## config.mk

```make
export PLATFORM = sky130hd
export DESIGN_NAME = decode_buffer
export DESIGN_NICKNAME = d
export VERILOG_FILES = /design/src/rtl/opcodes_pkg.sv /design/src/rtl/decoder.sv /design/src/rtl/decode_buffer.sv
export SDC_FILE = /design/constraint.sdc
export NUM_CORES = 1
export LEC_CHECK = 0
export CORE_MARGIN = 3
export CORE_UTILIZATION = 50
export DETAILED_ROUTE_END_ITERATION = 12
export HOLD_SLACK_MARGIN = 0.1
export PLACE_DENSITY_LB_ADDON = 0.15
export SYNTH_ARGS = -nofsm -noshare
export SYNTH_HDL_FRONTEND = slang
export SYNTH_SLANG_ARGS = --single-unit
```

## constraint.sdc

```tcl
create_clock -name clk -period 4 [get_ports clk]
set_input_delay 0.8 -clock clk [delete_from_list [all_inputs] [get_ports clk]]
set_output_delay 0.8 -clock clk [all_outputs]
set_load 0.01 [all_outputs]
```

## src/rtl/opcodes_pkg.sv

```systemverilog
// opcodes_pkg: shared types for the fetch/decode/execute path.
//   word_t        - 32-bit machine word
//   alu_fn_t      - ALU operation selected by the decoder
//   instruction_t - decoded instruction fields
//   fetch_entry_t - {pc, data} pair as handed over by fetch
// Also provides opcode/funct3 constants and small assembler helpers.
package opcodes_pkg;

    typedef logic [31:0] word_t;

    localparam logic [6:0] opc_lui    = 7'b0110111;
    localparam logic [6:0] opc_auipc  = 7'b0010111;
    localparam logic [6:0] opc_jal    = 7'b1101111;
    localparam logic [6:0] opc_jalr   = 7'b1100111;
    localparam logic [6:0] opc_branch = 7'b1100011;
    localparam logic [6:0] opc_load   = 7'b0000011;
    localparam logic [6:0] opc_store  = 7'b0100011;
    localparam logic [6:0] opc_imm    = 7'b0010011;
    localparam logic [6:0] opc_op     = 7'b0110011;

    localparam logic [2:0] funct3_add_sub = 3'b000;
    localparam logic [2:0] funct3_sll     = 3'b001;
    localparam logic [2:0] funct3_slt     = 3'b010;
    localparam logic [2:0] funct3_sltu    = 3'b011;
    localparam logic [2:0] funct3_xor     = 3'b100;
    localparam logic [2:0] funct3_srl_sra = 3'b101;
    localparam logic [2:0] funct3_or      = 3'b110;
    localparam logic [2:0] funct3_and     = 3'b111;

    typedef enum logic [3:0] {
        alu_add, alu_sub, alu_sll, alu_slt, alu_sltu,
        alu_xor, alu_srl, alu_sra, alu_or,  alu_and
    } alu_fn_t;

    typedef struct packed {
        logic [6:0] opcode;
        logic [4:0] rd;
        logic [4:0] rs1;
        logic [4:0] rs2;
        logic [2:0] funct3;
        logic [6:0] funct7;
        word_t      imm;
        alu_fn_t    alu_fn;
    } instruction_t;

    typedef struct packed {
        word_t pc;
        word_t data;
    } fetch_entry_t;

    function automatic word_t asm_add(input logic [4:0] rd, input logic [4:0] rs1,
                                      input logic [4:0] rs2);
        return {7'b0000000, rs2, rs1, funct3_add_sub, rd, opc_op};
    endfunction

    function automatic word_t asm_sub(input logic [4:0] rd, input logic [4:0] rs1,
                                      input logic [4:0] rs2);
        return {7'b0100000, rs2, rs1, funct3_add_sub, rd, opc_op};
    endfunction

endpackage

```

## src/rtl/decoder.sv

```systemverilog
// decoder: purely combinational RV32-style field extraction.
//   data  in  word_t        raw instruction word
//   instr out instruction_t decoded fields, immediate and ALU function
// Unknown opcodes decode to their raw fields with imm=0 and alu_add.
module decoder
    import opcodes_pkg::*;
(
    input  word_t        data,
    output instruction_t instr
);

    always_comb begin
        instr        = '0;
        instr.opcode = data[6:0];
        instr.rd     = data[11:7];
        instr.funct3 = data[14:12];
        instr.rs1    = data[19:15];
        instr.rs2    = data[24:20];
        instr.funct7 = data[31:25];
        instr.alu_fn = alu_add;

        case (data[6:0])
            opc_imm, opc_load, opc_jalr:
                instr.imm = {{20{data[31]}}, data[31:20]};
            opc_store:
                instr.imm = {{20{data[31]}}, data[31:25], data[11:7]};
            opc_branch:
                instr.imm = {{19{data[31]}}, data[31], data[7], data[30:25], data[11:8], 1'b0};
            opc_lui, opc_auipc:
                instr.imm = {data[31:12], 12'b0};
            opc_jal:
                instr.imm = {{11{data[31]}}, data[31], data[19:12], data[20], data[30:21], 1'b0};
            default:
                instr.imm = '0;
        endcase

        // funct7[5] selects sub for register ops only; for shifts it selects
        // arithmetic right shift in both immediate and register forms.
        if (data[6:0] == opc_op || data[6:0] == opc_imm) begin
            case (data[14:12])
                funct3_add_sub: instr.alu_fn = (data[6:0] == opc_op && data[30]) ? alu_sub : alu_add;
                funct3_sll:     instr.alu_fn = alu_sll;
                funct3_slt:     instr.alu_fn = alu_slt;
                funct3_sltu:    instr.alu_fn = alu_sltu;
                funct3_xor:     instr.alu_fn = alu_xor;
                funct3_srl_sra: instr.alu_fn = data[30] ? alu_sra : alu_srl;
                funct3_or:      instr.alu_fn = alu_or;
                default:        instr.alu_fn = alu_and;
            endcase
        end
    end

endmodule

```

## src/rtl/decode_buffer.sv

```systemverilog
// decode_buffer: DEPTH-entry fetch->execute FIFO of {pc, data} with the head
// entry decoded through a decoder instance.
//   clk, reset_n            clock, async active-low reset
//   in_valid/in_ready       fetch handshake; in_ready = (count != DEPTH)
//   in_pc, in_data          fetched word and its address
//   flush                   drops everything buffered, highest priority
//   out_valid/out_ready     execute handshake
//   out_pc, out_instr       presented instruction ('0 when nothing valid)
//   count                   entries in the FIFO (output register excluded)
// Optional: `define DECODE_BUFFER_REG_OUT_EN adds an output register after
// the decoder (push-to-out_valid latency 2, total capacity DEPTH+1).
module decode_buffer
    import opcodes_pkg::*;
#(
    parameter int DEPTH = 4,
    parameter int PTR_W = $clog2(DEPTH)
) (
    input  logic               clk,
    input  logic               reset_n,
    input  logic               in_valid,
    output logic               in_ready,
    input  word_t              in_pc,
    input  word_t              in_data,
    input  logic               flush,
    output logic               out_valid,
    input  logic               out_ready,
    output word_t              out_pc,
    output instruction_t       out_instr,
    output logic [PTR_W:0]     count
);

    fetch_entry_t     mem [DEPTH];
    logic [PTR_W-1:0] rd_ptr;
    logic [PTR_W-1:0] wr_ptr;
    fetch_entry_t     head;
    instruction_t     head_instr;
    logic             fifo_valid;
    logic             push;
    logic             pop;

    // State-only ready: a pop while full does not open the input this cycle.
    assign in_ready   = (count != (PTR_W+1)'(DEPTH));
    assign fifo_valid = (count != '0);
    assign push       = in_valid && in_ready && !flush;
    assign head       = mem[rd_ptr];

    decoder u_decoder (
        .data  (head.data),
        .instr (head_instr)
    );

    // Storage carries no reset; validity is tracked by count alone.
    always_ff @(posedge clk) begin
        if (push) mem[wr_ptr] <= {in_pc, in_data};
    end

    always_ff @(posedge clk or negedge reset_n) begin
        if (!reset_n) begin
            rd_ptr <= '0;
            wr_ptr <= '0;
            count  <= '0;
        end else if (flush) begin
            rd_ptr <= '0;
            wr_ptr <= '0;
            count  <= '0;
        end else begin
            if (push) wr_ptr <= wr_ptr + PTR_W'(1);
            if (pop)  rd_ptr <= rd_ptr + PTR_W'(1);
            case ({push, pop})
                2'b10:   count <= count + (PTR_W+1)'(1);
                2'b01:   count <= count - (PTR_W+1)'(1);
                default: count <= count;
            endcase
        end
    end

`ifdef DECODE_BUFFER_REG_OUT_EN
    logic         ro_valid;
    word_t        ro_pc;
    instruction_t ro_instr;
    logic         ro_load;

    // Register refills whenever it is empty or its content is being taken.
    assign ro_load = !ro_valid || out_ready;
    assign pop     = fifo_valid && ro_load && !flush;

    always_ff @(posedge clk or negedge reset_n) begin
        if (!reset_n) begin
            ro_valid <= 1'b0;
            ro_pc    <= '0;
            ro_instr <= '0;
        end else if (flush) begin
            ro_valid <= 1'b0;
            ro_pc    <= '0;
            ro_instr <= '0;
        end else if (ro_load) begin
            ro_valid <= fifo_valid;
            ro_pc    <= fifo_valid ? head.pc : '0;
            ro_instr <= fifo_valid ? head_instr : '0;
        end
    end

    assign out_valid = ro_valid;
    assign out_pc    = ro_pc;
    assign out_instr = ro_instr;
`else
    assign pop       = fifo_valid && out_ready && !flush;
    assign out_valid = fifo_valid;
    assign out_pc    = fifo_valid ? head.pc : '0;
    assign out_instr = fifo_valid ? head_instr : '0;
`endif

endmodule

```

==> flow_summary.yaml, run 1 <==
pwr:
  p_leak_nw: 4.83
  p_per_area_nw_per_um2: 618
  total_power_mw: 8.59
  vdd_drop_max_mv: 0.537
sta:
  setup_viol: 0
  fin_crit_sh_pct: 96.9
  setup_tns_ns: 0
  max_freq_mhz: 258
  fin_ws_ns: 0.123
  slew_headroom_pct: 59.3
  post-route-min-period_ns: 3.88
  hold_violations: 0
  slew_violations: 0
  worst_slew_pin_slew_ns: 0.610
  finClkSkew_ns: 0.0152
  rsz0062_at_grt: "no"
synthesis:
  synth_area_leaders: "edfxtp_1 (71%), mux4_2 (13%), and2_1 (4.2%), dfrtp_1 (1.6%), nor2_1 (1.0%)"
  synth_top_cell_area_share_pct: 71.2
  yosysWarnings: 0
  synth-seq-cells: 263
  synth-seq-area-share_pct: 72.8
  synth_flop_cell: "edfxtp_1"
  mappedNetlistArea_um2: 10800
  synth_top_cell_by_area: "edfxtp_1"
  synth_edf_count: 256
  synth_cells: 573
  async_flop_share_pct: 2.66
  synth.avg_cell_area_um2: 18.8
  synth_cell_types: 46
  synth_nets: 647
worst_setup_path:
  cp.required_ns: 3.20
  critical_path_depth: 6
  crit_start: "rd_ptr[0]$_DFFE_PN0P_"
  r2r_end: "mem[1][26]$_DFFE_PP_"
  reg2reg_depth: 5
  critical-path-top-delay-family: "compound AO/OA/AOI/OAI gates"
  slowest_delay_ns: 0.59
  end_kind: "output port"
  endpoint: "out_instr[4]"
  cp-start-kind: "flop"
  reg2reg_from: "count[2]$_DFFE_PN0P_"
  crit_type: "flop to output port"
  worstPathCellList: "mux4_2, nor2b_2, nand3_1, a211o_4, a21oi_1, clkdlybuf4s50_1"
  cp_slowest_cell: "mux4_2"
  arrival_ns: 3.08
  reg2reg_slack_ns: 1.59
  critPathBufInv: 1
  crit_fanout: 11
route:
  viasPerCell: 5.55
  firstDrtPassIters: 5
  ant_nets: 0
  wl_per_cell_um: 21.8
  vias: 5899
  drt_iter0_markers: 342
  finalWirelength_um: 23200
  drcViolationCount: 0
finish:
  layout_common_cells: "edfxtp_1 (256), clkdlybuf4s50_1 (145), and2_1 (69)"
  finalNetCount: 841
  fillers: 1456
  regArea_um2: 7870
  drive_above_1_share_pct: 20.3
  finalInstanceArea_um2: 13900
  layout_commonest_cell: "edfxtp_1"
  multi_input_area_um2: 2810
  syn_to_final_growth_pct: 28.6
floorplan:
  start_util_pct: 51.2
  coreArea_um2: 21100
  die_area_um2: 23400
  rows: 53
  num_io_pins: 174
  die_w_um: 153
  fp.dieH_um: 153
placed_design:
  dp_slack_ns: 0.216
  place_area_um2: 12900
  place_hpwl_um: 14900
  gp_congestion: 0.786
  port_buffers: 173
global_route:
  grt_util_met2_pct: 32.5
  antenna_found_initial: 1
  grt.busiest_layer: "met2"
  use_met3_pct: 4.08
  grt_max_degree: 40
  grt_use_met1_pct: 27.7
  grt_overflow: 0
  grt_pass1_vias: 6226
  grtUsageTotal_pct: 19.7
  grt_pass1_wl_um: 36100
clock_network:
  clock_path_buffers: 3
  cts.sinks: 263
  cts_root_buffer: "clkbuf_16"
  path_clk_slew_ns: 0.06
  cts_tree: "yes"
  clock_latency_ns: 0.52
  cts_buffers: 26
  htree_levels: 1
worst_hold_path:
  hold_class: "input pin to asynchronous set/reset pin"
status:
  status: "completed"
flow_run:
  cap_violations: 0
[cells in the mapped netlist (2+ instances only)]
library cell,number
a211o_1,2
xor2_1,3
nor2_1,30
edfxtp_1,256
clkbuf_1,14
inv_1,6
o21ai_0,5
buf_1,4
mux2i_1,6
nand3_1,6
nand2_1,20
or4_4,2
buf_6,3
xnor2_1,2
and2_1,73
and3b_1,2
a22oi_1,4
a21oi_1,13
mux4_2,63
nor3b_1,2
buf_2,10
nor3_1,2
nand2b_1,2
nand4b_1,2
ha_1,4
dfrtp_1,7
a21oi_2,11
[per-layer routing]
layer / wire, um / part of all wire (%)
met1: 9920 / 43
met2: 11500 / 50
met3: 1410 / 6.1
met4: 350 / 1.5
met5: 0 / 0
[worst min path at each step]
stage | cells past startpoint | end | startpoint | slack, ns
floorplan | 0 | count[0]$_DFFE_PN0P_ | reset_n | 0.50
global placement | 2 | wr_ptr[1]$_DFFE_PN0P_ | wr_ptr[1]$_DFFE_PN0P_ | 0.56
detailed placement | 2 | wr_ptr[1]$_DFFE_PN0P_ | wr_ptr[1]$_DFFE_PN0P_ | 0.58
CTS | 1 | rd_ptr[0]$_DFFE_PN0P_ | reset_n | 0.54
global route | 1 | rd_ptr[1]$_DFFE_PN0P_ | reset_n | 0.56
finish | 1 | wr_ptr[1]$_DFFE_PN0P_ | reset_n | 0.55
[layout make-up]
cell class,count,area share [%]
antenna,1,0.0180
clock buffer,35,5.08
clock inverter,13,0.640
inverter,6,0.162
multi-input combinational,272,20.2
sequential,263,56.7
tap,275,2.48
timing repair buffer,198,14.8
[cell families (layout without fill, tap and decap cells)]
logic type,Yosys count,count (layout),synth area share [%]
buffers and inverters,38,252,1.80
DFF,263,263,72.8
and+or+nand+nor,149,149,7.70
adders and majority gates,5,5,0.649
other,0,1,0
xor gates and xnor gates,5,5,0.406
AOI/OAI and AO/OA,43,43,2.83
muxes,70,70,13.8
[sequential cells by signal, summed over array words and instances (netlist names)]
| signal | flops |
|---|---|
| mem | 256 |
| rd_ptr | 2 |
| wr_ptr | 2 |
| count | 3 |
[metrics by stage]
step                      util [%]  hold slack (ns)  std cells
after floorplan                  -            0.504        573
after global placement        61.0            0.563       1002
after detailed placement      61.0            0.582       1002
after CTS                     65.4            0.535       1060
after global routing          65.9            0.559       1063
final                         65.9            0.551       1063
[power breakdown]
part           switching (mW)  internal (mW)  leakage (nW)
clock network           0.946           1.30         0.384
registers              0.0830           3.20          2.41
logic                    1.48           1.58          2.03
total                    2.51           6.08          4.83
[repair_timing]
action | in CTS | in global routing
endpoints found under the setup margin | 36 | 29
resized for setup | 17 | 31
cloned | 1 | 0
setup buffers | 9 | 2
pin swaps | 2 | 1
hold buffers | 0 | 0
[worst reg2reg max path, delay by kind of cell (launching register included)]
kind          cells  cell delay (ns)
buf+inv           1             0.33
flops             1             0.47
simple gates      4             1.26
No activity file was read; power rests on OpenSTA's default activity.
==> run 2: changes to the inputs <==
Settings changed: SKIP_LAST_GASP set to 1.
==> run 2 against run 1 <==
  * Highest routed layer unchanged
  * Combinational power is essentially flat
  * Clock-buffer cell count unchanged
  * Core utilization decreased by 0.095 points
  * Worst hold slack got worse by 0.0013 ns
  * Global-route usage did not move
  * Critical path depth grew 1
  * Power decreased by 0.17%
  * Cell area decreased by 0.14%
  * Register-to-register slack about the same
  * Final cell count did not move
  * Maximum frequency shrank 1.7%
==> flow_summary.yaml, run 2 (synthesis results as in run 1) <==
global_route:
  grtUsageTotal_pct: 19.7
  grt_max_degree: 40
  antenna_found_initial: 1
  grt_pass1_vias: 6226
  grt_overflow: 0
  grt_pass1_wl_um: 36100
finish:
  layout_common_cells: "edfxtp_1 (256), clkdlybuf4s50_1 (147), and2_1 (69)"
  multi_input_area_um2: 2800
  drive_above_1_share_pct: 20.1
  syn_to_final_growth_pct: 28.5
  fillers: 1459
  regMostFlops: "mem"
  largest_reg_flops: 256
  regArea_um2: 7870
  layout_commonest_cell: "edfxtp_1"
  finalNetCount: 841
  final_cells: 1063
  reg_top3: "mem: 256 flops, count: 3 flops"
clock_network:
  path_clk_slew_ns: 0.06
  clock_path_buffers: 3
  cts_buffers: 26
  cts.sinks: 263
  htree_levels: 1
  cts_tree: "yes"
  clock_latency_ns: 0.52
  cts_root_buffer: "clkbuf_16"
sta:
  worst_slew_pin_slew_ns: 0.610
  worst_hold_slack_ns: 0.549
  fin_crit_sh_pct: 98.6
  post-route-min-period_ns: 3.95
  fin_ws_ns: 0.0548
  slew_headroom_pct: 59.3
  slew_violations: 0
  finClkSkew_ns: 0.0143
  hold_violations: 0
  rsz0062_at_grt: "yes"
  setup_viol: 0
  max_freq_mhz: 253
route:
  drt_iter0_markers: 356
  vias: 5909
  wl_per_cell_um: 21.8
  viasPerCell: 5.56
  drcViolationCount: 0
  finalWirelength_um: 23200
  firstDrtPassIters: 5
  ant_nets: 0
floorplan:
  coreArea_um2: 21100
  rows: 53
  start_util_pct: 51.2
  num_io_pins: 174
  die_w_um: 153
  fp.dieH_um: 153
  die_area_um2: 23400
worst_setup_path:
  crit_type: "flop to output port"
  critical-path-top-delay-family: "buffers and inverters"
  cp-start-kind: "flop"
  slowest_delay_ns: 0.59
  cp_slowest_cell: "mux4_2"
  crit_fanout: 7
  cp.required_ns: 3.20
  arrival_ns: 3.15
  worstPathCellList: "mux4_2, buf_4, or4_4, a21oi_4, a22oi_1, nor2_1, clkdlybuf4s50_1"
  end_kind: "output port"
  critPathBufInv: 2
placed_design:
  gp_congestion: 0.786
  port_buffers: 173
  dp_slack_ns: 0.216
  placed_cells: 1002
  place_hpwl_um: 14900
worst_hold_path:
  hold_class: "input pin to asynchronous set/reset pin"
pwr:
  sw_frac_of_total_pct: 29.2
  vdd_drop_max_mv: 0.537
  power.switching_mw: 2.50
  p_int_mw: 6.07
  clockPowerShare_pct: 26.2
  power_frac_comb_pct: 35.5
  seqPwrFrac_pct: 38.3
  p_leak_nw: 4.78
  p_per_area_nw_per_um2: 618
status:
  status: "completed"
flow_run:
  cap_violations: 0
==> run 2: worst register-to-register path, cell delays in order, from the launching register on <==
cell     delay [ns]
dfrtp_1        0.47
or3b_2         0.26
nand2_1        0.15
nor2_1         0.29
and2_4         0.58
buf_12         0.33
==> run 2: layout make-up <==
class	count	share of cell area, %
multi-input cells	272	20.2
flip-flops and latches	263	56.7
clock inverters	13	0.641
clock buffers	35	5.09
inverters	6	0.162
well taps	275	2.48
repair buffers	198	14.7
diodes	1	0.0180
==> run 2: final timing paths <==
path / startpoint / end / slack [ns] / depth (start not counted)
worst max-delay path: rd_ptr[0]$_DFFE_PN0P_ / out_instr[6] / 0.05 / 7
worst min-delay path: reset_n / wr_ptr[1]$_DFFE_PN0P_ / 0.55 / 1
worst max register to register: count[2]$_DFFE_PN0P_ / mem[1][26]$_DFFE_PP_ / 1.59 / 5
worst min register to register: wr_ptr[1]$_DFFE_PN0P_ / wr_ptr[1]$_DFFE_PN0P_ / 0.59 / 2
max in group asynchronous: reset_n / rd_ptr[0]$_DFFE_PN0P_ / 3.17 / 1
min in group clk: wr_ptr[1]$_DFFE_PN0P_ / wr_ptr[1]$_DFFE_PN0P_ / 0.59 / 2
==> run 2: through the flow <==
| step | power (mW) | area [um^2] | TNS [ns] | util, % |
|---|---|---|---|---|
| after floorplan | 5.00 | 10800 | 0 | - |
| after CTS | 8.66 | 13800 | 0 | 65.4 |
| final | 8.57 | 13900 | 0 | 65.8 |
| after detailed placement | 6.32 | 12900 | 0 | 61.0 |
| after global routing | 8.99 | 13900 | -0.299 | 65.8 |
| after global placement | 6.27 | 12900 | 0 | 61.0 |
==> run 2: power groups by stage <==
stage | sequential [mW] | combinational (mW) | clock [mW]
finish | 3.28 | 3.05 | 2.24
global placement | 3.35 | 2.92 | 0
floorplan | 3.31 | 1.69 | 0
detailed placement | 3.37 | 2.95 | 0
CTS | 3.29 | 3.08 | 2.30
global route | 3.30 | 3.28 | 2.41
==> run 2: timing repair <==
item                       CTS  global route
cloned                       1             0
setup endpoints to repair   36            29
hold buffers                 0             0
pin swaps                    2             1
setup buffers                9             2
gates resized for setup     17            24
==> run 2: layer usage <==
layer / part of all wire (%) / track usage [%]
met1: 43 / 27.7
met2: 49 / 32.5
met3: 6.1 / 4.08
met4: 1.6 / 4.45
met5: 0 / 0
==> run 3: changes to the inputs <==
Settings changed: CORE_UTILIZATION 50 to 54, MAX_ROUTING_LAYER set to met4, SETUP_SLACK_MARGIN set to 0.4.
==> run 3 against run 2 <==
  * Wire length is 8.9% higher
  * Clock skew is 0.0032 ns higher
  * Final cell count is 4.5% higher
  * Combinational power is 16% higher
  * Non-clock buffer count is 58 higher
  * Worst hold slack worse by 0.0049 ns
  * Register-to-register slack hardly changed
  * Highest routed layer unchanged
==> flow_summary.yaml, run 3 (synthesis results as in run 1) <==
worst_setup_path:
  cp-start-kind: "flop"
  reg2reg_depth: 5
  end_kind: "output port"
  cp.required_ns: 3.20
  crit_type: "flop to output port"
  arrival_ns: 2.99
  crit_fanout: 6
clock_network:
  cts_root_buffer: "clkbuf_16"
  path_clk_slew_ns: 0.06
  cts_tree: "yes"
  htree_levels: 1
  clock_path_buffers: 3
  cts_buffers: 26
  clock_latency_ns: 0.52
  cts.sinks: 263
  ctsHoldBuffers: 0
route:
  vias: 6279
  ant_nets: 0
  drt_iter0_markers: 416
  wl_per_cell_um: 22.8
  viasPerCell: 5.65
  firstDrtPassIters: 4
  drcViolationCount: 0
  finalWirelength_um: 25300
sta:
  hold_violations: 0
  setup_tns_ns: 0
  max_freq_mhz: 264
  setup_viol: 0
  slew_headroom_pct: 57.8
  post-route-min-period_ns: 3.79
  worst_slew_pin_slew_ns: 0.632
  rsz0062_at_grt: "yes"
  finClkSkew_ns: 0.0176
  slew_violations: 0
  fin_crit_sh_pct: 94.7
global_route:
  grt_pass1_vias: 6639
  grt_use_met1_pct: 31.8
  grt.busiest_layer: "met2"
  grt_pass1_wl_um: 38200
  antenna_found_initial: 1
  grt_overflow: 0
  grt_util_met2_pct: 38.0
  use_met3_pct: 4.11
  grt_max_degree: 66
  grtUsageTotal_pct: 23.6
placed_design:
  placed_cells: 994
  place_hpwl_um: 14300
  gp_congestion: 0.864
  port_buffers: 173
  place_area_um2: 12900
floorplan:
  start_util_pct: 55.3
  rows: 51
  die_area_um2: 21700
  fp.dieH_um: 147
  coreArea_um2: 19500
  die_w_um: 147
  num_io_pins: 174
finish:
  largest_reg_flops: 256
  layout_commonest_cell: "edfxtp_1"
  finalNetCount: 901
  final_cells: 1111
  reg_top3: "mem: 256 flops, count: 3 flops"
  finalInstanceArea_um2: 14500
  regMostFlops: "mem"
  layout_common_cells: "edfxtp_1 (256), clkdlybuf4s50_1 (114), and2_1 (69)"
  drive_above_1_share_pct: 31.1
  syn_to_final_growth_pct: 34.2
status:
  status: "completed"
pwr:
  p_per_area_nw_per_um2: 624
  vdd_drop_max_mv: 0.552
  p_leak_nw: 5.19
worst_hold_path:
  hold_class: "input pin to asynchronous set/reset pin"
flow_run:
  cap_violations: 0
==> run 3: repair_timing <==
action                                  4_1_cts  5_1_grt
gates resized for setup                     170       52
endpoints found under the setup margin       63       99
cloned                                        2        2
setup buffers                                43       23
pin swaps                                    14       13
==> run 3: final cells by class <==
cell class,count,area (um^2)
fillers,1176,5030
clock inverters,10,70.1
clock buffers,36,709
repair buffers,256,2510
inverters,6,25.0
flip-flops and latches,263,7870
diodes,1,2.50
well taps,265,332
multi-input cells,274,2970
==> run 3: per-stage QoR <==
stage / hold WS [ns] / power, mW / util (%) / setup slack (ns)
after floorplan: 0.504 / 5.00 / - / 0.897
after CTS: 0.534 / 8.84 / 72.2 / 0.212
after global placement: 0.561 / 6.23 / 65.9 / 0.299
after global routing: 0.557 / 9.44 / 74.2 / 0.149
after detailed placement: 0.571 / 6.29 / 65.9 / 0.167
final: 0.545 / 9.05 / 74.2 / 0.214
==> run 3: worst paths after layout <==
| kind | startpoint | endpoint | slack, ns |
|---|---|---|---|
| max in group asynchronous | reset_n | rd_ptr[1]$_DFFE_PN0P_ | 3.18 |
| hold / removal | reset_n | count[0]$_DFFE_PN0P_ | 0.54 |
| setup reg to reg | count[2]$_DFFE_PN0P_ | mem[0][50]$_DFFE_PP_ | 1.60 |
| hold reg to reg | wr_ptr[1]$_DFFE_PN0P_ | wr_ptr[1]$_DFFE_PN0P_ | 0.58 |
| setup / recovery | rd_ptr[0]$_DFFE_PN0P_ | out_instr[33] | 0.21 |
| min in group clk | wr_ptr[1]$_DFFE_PN0P_ | wr_ptr[1]$_DFFE_PN0P_ | 0.58 |
==> run 3: report_power, final <==
group          switching [mW]  internal (mW)  leakage (nW)
Sequential             0.0810           3.20          2.41
Clock                   0.941           1.29         0.375
Combinational            1.69           1.84          2.40
Total                    2.71           6.34          5.19
==> run 3: routing by layer <==
layer  vias to the layer above  share of wire [%]
met5                         -                  0
li1                       2768                  -
met3                        44                7.3
met2                       271                 50
met4                         0                2.3
met1                      3196                 41
==> run 3: worst max-delay path, stage by stage (launching register included) <==
cell and delay, ns:
dfrtp_4 0.50, mux4_2 0.58, buf_6 0.16, nor2_4 0.16
a32oi_4 0.09, or3_4 0.46, buf_6 0.14, buf_6 0.11
a21oi_4 0.13, buf_6 0.13
